--- src/rtl/syscall_responder_pkg.sv ---
// Shared syscall codes and state encoding for the syscall responder.
// The optional pause service is enabled with the SYSCALL_PAUSE_EN macro.
package syscall_responder_pkg;

   localparam int SYSCALL_HALT  = 10;
   localparam int SYSCALL_DISP  = 34;
   localparam int SYSCALL_PAUSE = 50;

   typedef enum logic [1:0] {
      SYSC_ST_IDLE   = 2'd0,
      SYSC_ST_PAUSED = 2'd1,
      SYSC_ST_HALTED = 2'd2
   } sysc_state_t;

endpackage

--- src/rtl/syscall_disp_buf.sv ---
// One-entry valid/ready register feeding the display driver.
// A new load may overlap a transfer of the previous value on the same edge.
module syscall_disp_buf #(
   parameter int DATA_W = 32
) (
   input  logic              clk,
   input  logic              rst,
   input  logic              load,
   input  logic [DATA_W-1:0] din,
   output logic              accept,
   output logic              valid,
   output logic [DATA_W-1:0] dout,
   input  logic              ready
);

   logic              r_valid;
   logic [DATA_W-1:0] r_data;

   assign accept = !r_valid || ready;
   assign valid  = r_valid;
   assign dout   = r_data;

   // The held value only changes on a load, and a load is only legal when accept is high.
   always_ff @(posedge clk) begin
      if (rst) begin
         r_valid <= 1'b0;
         r_data  <= '0;
      end else if (load && accept) begin
         r_valid <= 1'b1;
         r_data  <= din;
      end else if (r_valid && ready) begin
         r_valid <= 1'b0;
      end
   end

endmodule

--- src/rtl/syscall_responder.sv ---
// Services decoded syscalls: halt, display via a one-entry buffer, and
// (with SYSCALL_PAUSE_EN defined) pause until a resume pulse.
module syscall_responder
   import syscall_responder_pkg::*;
#(
   parameter int                DATA_W     = 32,
   parameter int                CNT_W      = 16,
   parameter logic [DATA_W-1:0] HALT_CODE  = DATA_W'(SYSCALL_HALT),
   parameter logic [DATA_W-1:0] DISP_CODE  = DATA_W'(SYSCALL_DISP),
   parameter logic [DATA_W-1:0] PAUSE_CODE = DATA_W'(SYSCALL_PAUSE)
) (
   input  logic              clk,
   input  logic              rst,
   input  logic              syscall_en,
   input  logic [DATA_W-1:0] v0,
   input  logic [DATA_W-1:0] a0,
   input  logic              resume,
   input  logic              disp_ready,
   output logic              stall,
   output logic              halted,
   output logic              disp_valid,
   output logic [DATA_W-1:0] disp_data,
   output logic [CNT_W-1:0]  syscall_cnt
);

   sysc_state_t       r_state;
   sysc_state_t       w_nextState;
   logic [CNT_W-1:0]  r_syscallCnt;
   logic              w_accept;
   logic              w_retire;
   logic              w_isHalt;
   logic              w_isDisp;
   logic              w_isPause;

   assign w_isHalt = (v0 == HALT_CODE);
   assign w_isDisp = (v0 == DISP_CODE);
`ifdef SYSCALL_PAUSE_EN
   assign w_isPause = (v0 == PAUSE_CODE);
`else
   logic w_unusedPause;
   assign w_isPause     = 1'b0;
   assign w_unusedPause = &{1'b0, resume, PAUSE_CODE};
`endif

   assign w_retire = syscall_en && (r_state == SYSC_ST_IDLE) && !stall;

   syscall_disp_buf #(
      .DATA_W(DATA_W)
   ) u_dispBuf (
      .clk    (clk),
      .rst    (rst),
      .load   (w_retire && w_isDisp),
      .din    (a0),
      .accept (w_accept),
      .valid  (disp_valid),
      .dout   (disp_data),
      .ready  (disp_ready)
   );

   always_ff @(posedge clk) begin
      if (rst) begin
         r_state <= SYSC_ST_IDLE;
      end else begin
         r_state <= w_nextState;
      end
   end

   // HALTED is only left through reset; PAUSED only exists with the macro.
   always_comb begin
      w_nextState = r_state;
      case (r_state)
         SYSC_ST_IDLE: begin
            if (w_retire && w_isHalt) begin
               w_nextState = SYSC_ST_HALTED;
            end else if (w_retire && w_isPause) begin
               w_nextState = SYSC_ST_PAUSED;
            end
         end
         SYSC_ST_PAUSED: begin
`ifdef SYSCALL_PAUSE_EN
            if (resume) begin
               w_nextState = SYSC_ST_IDLE;
            end
`else
            w_nextState = SYSC_ST_IDLE;
`endif
         end
         SYSC_ST_HALTED: w_nextState = SYSC_ST_HALTED;
         default:        w_nextState = SYSC_ST_IDLE;
      endcase
   end

   always_comb begin
      stall  = 1'b0;
      halted = 1'b0;
      case (r_state)
         SYSC_ST_IDLE:   stall = syscall_en && w_isDisp && !w_accept;
         SYSC_ST_PAUSED: stall = 1'b1;
         SYSC_ST_HALTED: begin
            stall  = 1'b1;
            halted = 1'b1;
         end
         default: begin
            stall  = 1'b0;
            halted = 1'b0;
         end
      endcase
   end

   always_ff @(posedge clk) begin
      if (rst) begin
         r_syscallCnt <= '0;
      end else if (w_retire) begin
         r_syscallCnt <= r_syscallCnt + CNT_W'(1);
      end
   end

   assign syscall_cnt = r_syscallCnt;

endmodule

--- config.mk ---
export PLATFORM = sky130hd
export DESIGN_NAME = syscall_responder
export DESIGN_NICKNAME = d
export VERILOG_FILES = /design/src/rtl/syscall_responder_pkg.sv /design/src/rtl/syscall_disp_buf.sv /design/src/rtl/syscall_responder.sv
export SDC_FILE = /design/constraint.sdc
export NUM_CORES = 1
export LEC_CHECK = 0
export ABC_AREA = 0
export CAP_MARGIN = 20
export CORE_ASPECT_RATIO = 0.7
export CORE_MARGIN = 1.5
export CORE_UTILIZATION = 38
export CTS_CLUSTER_SIZE = 40
export DETAILED_ROUTE_END_ITERATION = 8
export PLACE_DENSITY = 0.77
export RECOVER_POWER = 50
export SLEW_MARGIN = 10
export SYNTH_ARGS = -nofsm -noshare
export SYNTH_HDL_FRONTEND = slang
export SYNTH_SLANG_ARGS = --single-unit
--- constraint.sdc ---
create_clock -name clk -period 2.4 [get_ports clk]
set_input_delay 0.48 -clock clk [delete_from_list [all_inputs] [get_ports clk]]
set_output_delay 0.48 -clock clk [all_outputs]
set_load 0.01 [all_outputs]
; ---- Word-level counts from Yosys, hierarchy flattened
; Cells that the tools add are included.
[word_totals]
regBits = 51
out_inout_bits = 51
word_cells = 31
[op_classes]
reduce_logical = 15
mux = 6
add_sub_neg = 1
eq_ne = 5
[ops]
columns = op, n
row1 = $eq A32 B4 Y1 const B, 1
row2 = $eq A32 B6 Y1 const B, 1
row3 = $add A16 B1 Y16 const B, 1
row4 = $logic_and A1 B1 Y1, 8
row5 = $pmux W2 S2, 1
row6 = $logic_not A1 Y1, 3
row7 = $mux W1, 3
row8 = $eq A2 B1 Y1 const B, 1
row9 = $eq A2 B2 Y1 const B, 1
row10 = $logic_not A2 Y1, 1
row11 = $mux W2, 1
row12 = $ne A2 B1 Y1 const B, 1
row13 = $pmux W1 S2, 1
row14 = $reduce_bool A2 Y1, 1
row15 = $reduce_or A2 Y1, 1
row16 = $logic_or A1 B1 Y1, 1

; ---- Depth between registers and ports, before layout
; Gate-level depths: netlist of run 1.
[depth]
word_depth = 10
depth_mapped = 7
ltp_nobuf = 5

; ---- Hierarchy
; Synthesis of run 1 repeated with hierarchy kept, for this count alone.
[unflattened]
hier_cells = 260
area_unflattened_um2 = 2402.3
[by_module_without_submodules]
columns = module, instances, cells_each, seq_area_each_um2, area_each_um2
row1 = syscall_disp_buf, 1, 150, 660.6, 1443.9
row2 = syscall_responder, 1, 110, 340.3, 958.4

; ---- Least setup slack after synthesis of run 1
; OpenSTA, ideal clock, no wires.
[synth_timing]
path_kind = input to output
from = input port v0[18]
to = output port stall
slack_ns = 0.149
required_ns = 1.920
n_path_buf = 2
t_arrival_ns = 1.771
cell_stages = 6
path_cell_list = nor4_2 > nand4_2 > nor3_4 > buf_2 > buf_4 > a21o_1
[synth_between]
elab_chain_cells = 4
[synth_rtl]
columns = item, line_no
row1 = from (decl), syscall_responder.sv:15  ; input logic [DATA_W-1:0] v0,
row2 = $eq A32 B6 Y1, syscall_responder.sv:36  ; assign w_isDisp = (v0 == DISP_CODE);
row3 = $logic_and A1 B1 Y1 (2 in series), syscall_responder.sv:97  ; SYSC_ST_IDLE: stall = syscall_en && w_isDisp && !w_accept;
row4 = $pmux W1 S2, syscall_responder.sv:96  ; case (r_state)
row5 = to (decl), syscall_responder.sv:19  ; output logic stall,
; No other way between the ends.

; ---- Worst setup path in the final report of run 1
[layout_timing]
from = input port v0[29]
to = output port stall
; Same word-level chain as after synthesis.

==> results of run 1 <==
==> logic make-up (layout without fill, tap and decap cells) <==
group           after synthesis  count (layout)  synth area share (%)
buf+inv                      17             149                 3.943
simple gates                127             127                 31.31
fa+ha+maj                     1               1                0.5885
flops                        50              50                 47.09
mux                           4               4                 2.060
compound gates               58              58                 15.01
==> power by group through the flow <==
stage               combinational, uW  sequential, uW  clock [uW]
global route                      169             839         667
global placement                  162             857           0
floorplan                        30.7             858           0
finish                            158             838         619
detailed placement                163             857           0
CTS                               160             838         635
==> cell type report <==
cell class                 count  area (um2)  share of cell area [%]
sequential                    50        1001                   27.02
clock buffer                   5       68.82                   1.857
timing repair buffer         139        1386                   37.42
tap                           72       90.09                   2.432
multi-input combinational    190        1102                   29.75
inverter                       2       7.507                  0.2026
clock inverter                 3       48.80                   1.317
==> cell usage in the layout (no fill, tap or decap), types with 4 or more instances in the layout <==
cell             count
nand3_1              5
nand4_1              7
nand2_1             70
dfxtp_1             50
a21oi_1             44
clkdlybuf4s50_1     41
or4_1                9
nand2b_1             4
o31ai_1              9
nor2b_1              6
dlygate4sd3_1       49
nor4_2               6
nor2_1               6
dlymetal6s2s_1      11
clkbuf_8             5
dlygate4sd2_1       15
buf_4               17
==> path summary, 6_finish.rpt <==
path | startpoint | to | slack (ns) | cells past startpoint
worst max-delay path | v0[29] | stall | 0.07 | 7
worst min register to register | u_dispBuf.dout[7] | u_dispBuf.dout[7] | 0.45 | 2
worst max register to register | syscall_cnt[2] | syscall_cnt[12] | 0.46 | 5
worst min-delay path | u_dispBuf.dout[7] | u_dispBuf.dout[7] | 0.45 | 2
==> registers in the layout, summed over array words and instances, names as in the netlist <==
name and cells:
u_dispBuf.dout 32, syscall_cnt 16, r_state 1, u_dispBuf.valid 1
==> worst max-delay path: stages <==
cell             delay, ns
clkdlybuf4s50_1       0.41
nor4_2                0.17
nand4_2               0.16
buf_6                 0.16
nor3_4                0.18
a21o_1                0.16
buf_2                 0.13
==> per-layer routing <==
layer	vias up	wire [um]	global-route usage, %
li1	1167	-	-
met1	1062	2821	26.33
met2	98	2935	34.28
met3	15	572	6.713
met4	0	145	8.462
met5	-	0	0
==> timing repair <==
| item | in CTS | in global routing |
|---|---|---|
| gates resized for setup | 27 | 13 |
| setup buffers | 3 | 1 |
| cloned | 1 | 0 |
| pin swaps | 11 | 9 |
| setup endpoints to repair | 3 | 33 |
| hold buffers | 0 | 0 |
==> through the flow <==
step | util [%] | worst slack [ns] | total power (uW) | cells
finish | 69.74 | 0.07280 | 1615 | 461
global route | 69.74 | -0.01858 | 1676 | 461
CTS | 68.79 | 0.006830 | 1633 | 460
detailed placement | 65.31 | -0.4756 | 1020 | 448
global placement | 65.31 | -0.4854 | 1019 | 448
floorplan | - | 0.1491 | 888.3 | 257
==> impl_metrics.tcl, run 1 <==
set metrics [dict create \
    cts.sinks 50 \
    start_kind "primary input" \
    ys_top_cells_by_count "70 x nand2_1, 50 x dfxtp_1, 44 x a21oi_1, 10 x or4_1, 9 x o31ai_1" \
    combPwrFrac_pct 9.8 \
    run_status "finished, final reports clean" \
    num_antenna_cells 0 \
    nFillCells 445 \
    core_um2 5313 \
    clock_latency_ns 0.31 \
    io_pins 120 \
    holdWs_ns 0.4504 \
    die_x_um 92.40 \
    p_int_uw 1257 \
    worst_slew_pin_slew_ns 0.5356 \
    path_max_fanout 2 \
    mappedNetlistNets 327 \
    synthFlopType "dfxtp_1" \
    grt_start_max_net_pins 33 \
    p_sw_share_pct 22.18 \
    cts_buffer_depth 2 \
    min_path_type "flop to flop" \
    dieArea_um2 6059 \
    final_nets 458 \
    syn_inst 257 \
    place_congestion 0.7980 \
    drcViolationCount 0 \
    net-switching-power_uw 358.1 \
    period_share_pct 96.97 \
    cts_tree "built" \
    firstDrtPassIters 4 \
    place_area_um2 3470 \
    grt_remaining_overflow 0 \
    skew_ns 0.005371 \
    wirelength_um 6475 \
    num_vias 2342 \
    fin_area_um2 3705 \
    die_y_um 65.58 \
    root_buffer "clkbuf_8" \
    ant_nets 0 \
    syn_area_um2 2126 \
    start_util_pct 40.01 \
    drive_above_1_share_pct 12.34 \
    rsz0062_at_grt "yes" \
    fin_tns_setup_ns 0 \
    ys_types 31 \
    wl_per_cell_um 14.05 \
    critPathCaptureType "output pin" \
    post-dp-hpwl_um 4561 \
    synth_warnings 0 \
    antenna_found_initial 0 \
    synth_top_area_cell "dfxtp_1" \
    p_leak_uw 0.001546 \
    critical_path_class "primary input to output pin" \
    cts.clk_slew.worst_paths_ns 0.09 \
    synthArstFlopShare_pct 0 \
    grt_first_pass_wirelength_um 10050 \
    cts_buffers 5 \
    drtIter0Drc 65 \
    synth_top_area_share_pct 47.09 \
    power_frac_seq_pct 51.9 \
    synth_seq_cells 50 \
    grt_use_total_pct 21.21 \
    finalHoldViolCount 0 \
    fmaxAchievable_mhz 429.7 \
    setup_violations 0 \
    syn_area_per_cell_um2 8.272 \
    slew_viol_final 0 \
    grt_pass1_vias 2118 \
    peakVddDrop_mv 0.3352 \
    rows 22 \
    synth_edf_count 0 \
    vias_per_cell 5.080 \
    cap_viol_max_count 0 \
    numPortBuffers 118 \
    syn_to_final_growth_pct 74.28 \
    seq_area_frac_synth_pct 47.09 \
    yosysMostFrequentCell "nand2_1" \
    ys_top_cells_by_area "dfxtp_1 47%, nand2_1 12%, a21oi_1 10%" \
    relSlewSlack_pct 64.29 \
    clkPwrFrac_pct 38.3 \
    p_per_area_nw_per_um2 435.8 \
    worstPathArrival_ns 1.85 \
    finalCriticalPeriod_ns 2.327 \
    crit_required_ns 1.92 \
    htreeDepth 2 \
]
Note: power is estimated with default switching activity, not from simulation.
==> run 2, diff against run 1 <==
--- a/config.mk
+++ b/config.mk
@@ -6,7 +6,7 @@
 export NUM_CORES = 1
 export LEC_CHECK = 0
 export ABC_AREA = 0
-export CAP_MARGIN = 20
+export CAP_MARGIN = 10
 export CORE_ASPECT_RATIO = 0.7
 export CORE_MARGIN = 1.5
 export CORE_UTILIZATION = 38
==> results of run 2 <==
Final layout, timing and power as in run 1 (identical DEF).
==> run 3, diff against run 2 <==
--- a/config.mk
+++ b/config.mk
@@ -9,10 +9,10 @@
 export CAP_MARGIN = 10
 export CORE_ASPECT_RATIO = 0.7
 export CORE_MARGIN = 1.5
-export CORE_UTILIZATION = 38
+export CORE_UTILIZATION = 34
 export CTS_CLUSTER_SIZE = 40
 export DETAILED_ROUTE_END_ITERATION = 8
-export PLACE_DENSITY = 0.77
+export PLACE_DENSITY = 0.72
 export RECOVER_POWER = 50
 export SLEW_MARGIN = 10
 export SYNTH_ARGS = -nofsm -noshare
==> constraint.sdc (replaced) <==
create_clock -name clk -period 2 [get_ports clk]
set_input_delay 0.4 -clock clk [delete_from_list [all_inputs] [get_ports clk]]
set_output_delay 0.4 -clock clk [all_outputs]
set_load 0.01 [all_outputs]
==> impl_metrics.tcl, run 3 (synthesized netlist as in run 1, its figures left out) <==
set metrics [dict create \
    top_layer "met4" \
    slowest_stage "or4_4" \
    wl_per_cell_um 15.82 \
    fin_area_um2 4024 \
    grt_pass1_vias 2377 \
    skew_ns 0.006622 \
    grt_start_max_net_pins 28 \
    start_util_pct 36.21 \
    crit_chain "clkbuf_2 > nor4_2 > nand4_2 > buf_6 > buf_6 > or4_4 > buf_12 > buf_16 > nand2_2 > a21oi_2" \
    htreeDepth 2 \
    routed-wl-met2_um 3514 \
    final_nets 474 \
    numPortBuffers 118 \
    worstPathArrival_ns 2.19 \
    cts_buffers 5 \
    cts_buffer_depth 2 \
    peakVddDrop_mv 0.3391 \
    p_leak_uw 0.001528 \
    violations "setup timing" \
    start_kind "primary input" \
    rsz0062_at_grt "yes" \
    syn_to_final_growth_pct 89.29 \
    setup_violations 2 \
    slew_viol_final 0 \
    run_status "finished, violations left" \
    clock_latency_ns 0.30 \
    finalCriticalPeriod_ns 2.011 \
    grt_use_total_pct 21.78 \
    path_max_fanout 8 \
    mostFrequentLayoutCells "50 x dfxtp_1, 49 x clkdlybuf4s50_1, 43 x nand2_1, 34 x dlygate4sd3_1, 32 x a21oi_1" \
    drt-met1-wl_um 3470 \
    p_per_area_nw_per_um2 447.1 \
    grt_first_pass_wirelength_um 11940 \
    rows 23 \
    io_pins 120 \
    post-dp-hpwl_um 4852 \
    critPathCaptureType "flop" \
    die_y_um 69.16 \
    period_share_pct 100.6 \
    critical_path_class "primary input to flop" \
    grt_remaining_overflow 0 \
    crit_required_ns 2.18 \
    wirelength_um 7595 \
    largest_reg_flops 32 \
    path_common_cell "buf_6" \
    dieArea_um2 6743 \
    r2r_start "syscall_cnt[2]" \
    final_common_cell "dfxtp_1" \
    drtIter0Drc 55 \
    firstDrtPassIters 4 \
    num_vias 2521 \
    ant_nets 0 \
    vias_per_cell 5.252 \
    finalPower_uw 1799 \
    cts.clk_slew.worst_paths_ns 0.10 \
    relSlewSlack_pct 77.27 \
    min_path_type "flop to flop" \
    route.met3.wl_um 538 \
    worst_slew_pin_slew_ns 0.3409 \
    cts.sinks 50 \
    core_um2 5871 \
    critPathTopFamily "simple AND/OR/NAND/NOR gates" \
    num_antenna_cells 0 \
    setup_slack_ns -0.01111 \
    die_x_um 97.51 \
    slowest_delay_ns 0.58 \
    place_area_um2 3548 \
    root_buffer "clkbuf_8" \
    critPathBufInv 5 \
    cts_tree "built" \
    antenna_found_initial 0 \
    drive_above_1_share_pct 31.36 \
    cp-startpoint "v0[20]" \
    hold_start "u_dispBuf.dout[28]" \
    drcViolationCount 0 \
    fmaxAchievable_mhz 497.2 \
    place_congestion 0.7468 \
    finalHoldViolCount 0 \
    cap_viol_max_count 0 \
]
[run 3: metrics by stage]
step	setup WS (ns)	hold slack (ns)	cells	utilization (%)	setup TNS (ns)
finish	-0.01111	0.4540	480	68.54	-0.01443
global route	-0.05491	0.4699	480	68.54	-1.021
CTS	-0.01692	0.4551	479	67.14	-0.1144
detailed placement	-0.7182	0.4430	455	60.44	-23.76
global placement	-0.6909	0.4366	455	60.44	-22.46
floorplan	0.01316	0.4761	257	-	0
[run 3: area by class of cell]
type | instances | area [um2]
fill | 490 | 1847
multi-input combinational | 190 | 1305
clock buffer | 5 | 68.82
tap | 75 | 93.84
clock inverter | 3 | 21.27
inverter | 2 | 7.507
timing repair buffer | 155 | 1526
sequential | 50 | 1001
[run 3: final timing paths]
path | to | slack (ns) | cells after the start
setup / recovery | u_dispBuf.dout[15] | -0.01 | 10
hold / removal | u_dispBuf.dout[28] | 0.45 | 2
setup reg to reg | syscall_cnt[14] | 0.22 | 5
hold reg to reg | u_dispBuf.dout[28] | 0.45 | 2
[run 3: where the power goes]
part / internal, uW / leakage, uW / switching [uW] / total [uW]
Sequential: 999 / 0.000403 / 6.85 / 1010
Combinational: 125 / 0.00108 / 75.1 / 200
Clock: 247 / 0.0000441 / 347 / 594
Total: 1370 / 0.00153 / 429 / 1800
[run 3: what timing repair did]
item,4_1_cts,5_1_grt
buffers inserted,10,4
gates cloned,6,0
setup endpoints to repair,38,38
pin swaps,17,37
gates resized for setup,85,82
hold endpoints to repair,0,0
hold buffers,0,0
[run 3: tightest hold or removal path, cell delays in order (launching register included)]
cell,delay [ns]
dfxtp_1,0.32
nand2_1,0.05
a21oi_1,0.05
[run 3: layer usage]
layer / track usage (%) / vias to the layer above
met3: 6.491 / 6
met1: 29.81 / 1211
li1: - / 1208
met4: 5.556 / 0
met2: 33.64 / 96
met5: 0 / -
==> patch 1, RTL diff (settings of run 3) <==
`DATA_W` is set to 32 in 2 places; all go to 64.
--- a/src/rtl/syscall_disp_buf.sv
+++ b/src/rtl/syscall_disp_buf.sv
@@ -1,7 +1,7 @@
 // One-entry valid/ready register feeding the display driver.
 // A new load may overlap a transfer of the previous value on the same edge.
 module syscall_disp_buf #(
-   parameter int DATA_W = 32
+   parameter int DATA_W = 64
 ) (
    input  logic              clk,
    input  logic              rst,
--- a/src/rtl/syscall_responder.sv
+++ b/src/rtl/syscall_responder.sv
@@ -3,7 +3,7 @@
 module syscall_responder
    import syscall_responder_pkg::*;
 #(
-   parameter int                DATA_W     = 32,
+   parameter int                DATA_W     = 64,
    parameter int                CNT_W      = 16,
    parameter logic [DATA_W-1:0] HALT_CODE  = DATA_W'(SYSCALL_HALT),
    parameter logic [DATA_W-1:0] DISP_CODE  = DATA_W'(SYSCALL_DISP),
Interface: changed (resized a0, disp_data and v0); port bits go from 120 to 216. No check against the original RTL was run, so the function may have changed too.
==> patch 1 against run 3 <==
  * The run still ends with setup timing left
  * Sequential cell count rose by 32
  * Final area increased by 82%
  * Total power rose by 100%
  * Largest cell class unchanged
  * Synthesized cell count is 58% higher
  * Area after synthesis grew 54%
  * Register-to-register slack worse by 80 ps
  * Routed wire length up 98%
  * Worst setup slack got worse by 98 ps
  * Clock power grew to 2.7 times the old value
==> patch 1: results (changes against run 3) <==
Parameter                              Value

Timing
  Post-route worst setup slack ... -109 ps (was -11.1 ps)
  Setup-violating endpoint count in the final report ... 52 (was 2)
  Post-Route Skew ... 9.17 ps (was 6.62 ps)
  Setup tns final ... -1940 ps (was -14.4 ps)
  Transition at the pin with the smallest max-transition slack ... 596 ps (was 341 ps)

Clocking
  Buffer type at the clock tree root ... clkbuf_16 (was clkbuf_8)
  Number of H-tree branching levels ... 3 (was 2)

Synth
  Count of different cell masters after synthesis ... 33 (was 31)
  Avg Inst Size Synth ... 8.10 sq um (was 8.27 sq um)

Layout
  Max FFs per register ... 64 (was 32)
  Filler Cells Inserted ... 604 (was 490)
  Number of sequential storage elements ... 82 (was 50)
  Layout cells sized above 1 ... 0.418 (was 0.314)
  Final clock-cell share ... 0.0389 (was 0.0224)
  Inverters excl. clock ... 7 (was 2)
  Total number of nets in the final design ... 793 (was 474)
  Comb_multi_in ... 293 (was 190)
  Total of plain and repair buffers excluding clock buffers ... 266 (was 155)

Outcome
  Result of the run ... finished, violations left (unchanged)
  Violated checks ... setup timing (unchanged)

Placed design
  Post-Place Setup Slack ... -861 ps (was -718 ps)
  Placer Congestion ... 0.772 (was 0.747)
  Final HPWL DP ... 8250 um (was 4850 um)

Detailed routing
  Count of vias placed by the detailed router ... 3,976 (was 2,521)
  Number of DRC violations after detailed-routing iteration 0 ... 115 (was 55)

GRT
  Met1 track demand over resource ... 0.279 (was 0.298)
  Largest net degree at the start of global routing ... 38 (was 28)
  Wire length of the first global-routing pass ... 17,700 um (was 11,900 um)

Critical path
  Data arrival time at the worst-slack endpoint ... 1710 ps (was 2190 ps)

Power and ir drop
  Max IR drop VDD ... 0.427 mV (was 0.339 mV)
  Switching power summed over all nets ... 0.791 mW (was 0.429 mW)
patch 1: per-layer routing:
| metal | up-vias | wire (um) |
|---|---|---|
| li1 | 1891 | - |
| met1 | 1926 | 6370 |
| met2 | 136 | 7520 |
| met3 | 23 | 892 |
| met4 | 0 | 236 |
| met5 | - | 0 |
patch 1: path summary, 6_finish.rpt:
path	depth (start not counted)	startpoint	end	slack (ps)
max	7	v0[57]	stall	-110
max reg2reg	6	syscall_cnt[7]	syscall_cnt[14]	140
min reg2reg	2	u_dispBuf.dout[46]	u_dispBuf.dout[46]	450
min	2	rst	syscall_cnt[2]	450
patch 1: power groups by stage:
stage	clock, mW	sequential, mW	combinational [mW]
finish	1.60	1.64	0.369
global route	1.70	1.64	0.388
CTS	1.63	1.64	0.326
detailed placement	0	1.68	0.352
global placement	0	1.68	0.349
floorplan	0	1.68	0.0533
patch 1: per-stage QoR:
step                total power [mW]  utilization
global placement                2.03        0.621
finish                          3.61        0.796
floorplan                       1.73            -
global route                    3.73        0.796
CTS                             3.59        0.654
detailed placement              2.03        0.621
patch 1: timing repair:
item / CTS / global route
buffers inserted: 2 / 6
resized for setup: 159 / 242
pin swaps: 24 / 89
cloned: 1 / 21
endpoints found under the setup margin: 82 / 71
patch 1: cells by family (layout without fill, tap and decap cells):
logic type / count (synthesis) / in the layout / share of synthesized area
flip-flops: 82 / 82 / 0.500
XOR/XNOR: 5 / 5 / 0.0133
buffers and inverters: 32 / 288 / 0.0469
multiplexers: 1 / 1 / 0.00458
AO/OA/AOI/OAI: 92 / 92 / 0.159
AND/OR/NAND/NOR: 192 / 194 / 0.272
adder cells (fa/ha/maj): 1 / 1 / 0.00381
patch 1: critical path, stage by stage:
cell	delay, ps
clkdlybuf4s15_1	190
nor4_2	290
nand4_1	120
buf_4	170
nor4_4	240
a31o_2	200
buf_6	100
==> patch 2, RTL diff (settings of run 3) <==
Without the edit above. Encoding of `sysc_state_t`: now one-hot (3 bits for 3 states).
--- a/src/rtl/syscall_responder_pkg.sv
+++ b/src/rtl/syscall_responder_pkg.sv
@@ -6,10 +6,10 @@
    localparam int SYSCALL_DISP  = 34;
    localparam int SYSCALL_PAUSE = 50;
 
-   typedef enum logic [1:0] {
-      SYSC_ST_IDLE   = 2'd0,
-      SYSC_ST_PAUSED = 2'd1,
-      SYSC_ST_HALTED = 2'd2
+   typedef enum logic [2:0] {
+      SYSC_ST_IDLE   = 3'b001,
+      SYSC_ST_PAUSED = 3'b010,
+      SYSC_ST_HALTED = 3'b100
    } sysc_state_t;
 
 endpackage
Function: same outputs for any inputs over 10 cycles, from zero or initial values and one cycle with rst high; not proved beyond that.
==> patch 2 against run 3 <==
  * Area after synthesis up 22%
  * Fmax up 2.2%
  * Register-to-register slack worse by 120 ps
  * Critical path type is now in2out
  * Clock skew up 0.76 ps
  * Synthesized cell count up 17%
  * Hold slack worse by 120 ps
  * Worst setup slack better by 43 ps
  * Final area up 2.9%
  * Global-route usage down 2.8 points
  * Routed wire length about the same
  * Sequential cell count up 1
  * Sequential share of layout area down 0.22 points
  * Non-clock buffer count down 3
Power is not compared: it rests on default switching activity, and its combinational part moved more than twofold at a synthesized area within 25%.
==> patch 2: results (changes against run 3) <==
Parameter                              Value

Timing
  Transition at the pin with the smallest max-transition slack ... 407 ps (was 341 ps)
  Post-Route Skew ... 7.38 ps (was 6.62 ps)

Synth
  Count of different cell masters after synthesis ... 53 (was 31)
  Synthesized-area fraction occupied by ao, oa, aoi and oai cells ... 0.163 (was 0.150)
  Mux cell area share after synthesis ... 0.0125 (was 0.0206)
  Sequential-to-total area share from yosys stat ... 0.393 (was 0.471)
  Post-Synth Adder-Cell Area ... 0.0145 (was 0.00589)
  Total nets after synthesis ... 373 (was 327)
  Synth top cells by count ... nand2_1 (78), dfxtp_1 (51), a21oi_1 (43) (was nand2_1 (70), dfxtp_1 (50), a21oi_1 (44))
  Synth top area cells ... dfxtp_1 (39%), nand2_1 (11%), a21oi_1 (8.3%) (was dfxtp_1 (47%), nand2_1 (12%), a21oi_1 (10%))

GRT
  Vias in the first global route ... 2,649 (was 2,377)
  Global-route track usage on met3 ... 0.0539 (was 0.0649)
  Largest net degree at the start of global routing ... 33 (was 28)
  Global-route usage over all layers ... 0.190 (was 0.218)
  Wire length of the first global-routing pass ... 12,700 um (was 11,900 um)
  Met2 demand-to-capacity share in global routing ... 0.306 (was 0.336)

Critical path
  Maximum fanout along the worst path ... 2 (was 8)
  Reg2reg path depth ... 7 (was 5)
  Longest individual stage delay on the worst path ... 340 ps (was 580 ps)
  Critical R2R Capture ... syscall_cnt[10] (was syscall_cnt[14])
  Slowest stage cell, crit path ... nor4_4 (was or4_4)

Worst hold path
  Startpoint of the tightest hold check path ... rst (was u_dispBuf.dout[28])
  Worst min-delay path endpoint ... syscall_cnt[10] (was u_dispBuf.dout[28])

Detailed routing
  Via density per instance ... 5.06 (was 5.25)
  Wire length on met2 ... 3560 um (was 3510 um)

Layout
  Total number of nets in the final design ... 517 (was 474)

Placed design
  Placer Congestion ... 0.809 (was 0.747)
  Post-Place Setup Slack ... -752 ps (was -718 ps)

Outcome
  Result of the run ... finished clean (was finished, violations left)
## patch 2: cell types whose count changed after synthesis, moves of 5 or more
cell,change
buf_6,+6
nor4_4,+9
nor4_2,-5
or4_1,-6
nand2_1,+8
o31ai_1,-7
nand3_1,+10
buf_2,-7
## patch 2: layout make-up
type,count,area [sq um],share of cell area
Multi-Input combinational cell,229,1470,0.356
Timing Repair Buffer,152,1390,0.334
Sequential cell,51,1020,0.247
Tap cell,98,123,0.0296
Clock buffer,6,82.6,0.0199
Clock inverter,2,35.0,0.00846
Inverter,6,22.5,0.00544
## patch 2: how the worst max path moves through the flow
| stage | from | endpoint | slack [ps] | cells after the start |
|---|---|---|---|---|
| floorplan | v0[26] | stall | 80 | 5 |
| global placement | v0[18] | stall | -720 | 7 |
| detailed placement | v0[18] | stall | -750 | 7 |
| CTS | v0[3] | stall | 1 | 7 |
| global route | v0[21] | stall | -90 | 7 |
| finish | v0[21] | stall | 30 | 7 |
## patch 2: repair_timing
| item | CTS | global route |
|---|---|---|
| gates resized for setup | 89 | 31 |
| buffers inserted | 3 | 2 |
| cloned | 0 | 0 |
| setup endpoints to repair | 38 | 24 |
| hold buffers | 0 | 0 |
| pin swaps | 13 | 8 |
## patch 2: critical path: cells and delay by family
kind | cells | cell delay (ps)
buf+inv | 2 | 230
compound gates | 1 | 140
simple gates | 4 | 780
## patch 2: power breakdown
group / switching, mW / internal (mW)
sequential: 0.0307 / 1.04
clock: 0.345 / 0.406
combinational: 0.256 / 0.283
total: 0.631 / 1.73
## patch 2: stage by stage
stage	utilization	instance area, sq um	hold slack [ps]	std cells
finish	0.563	4140	331	544
global route	0.563	4140	325	544
CTS	0.556	4090	321	542
detailed placement	0.546	4010	448	531
global placement	0.546	4010	441	531
floorplan	-	2600	466	301
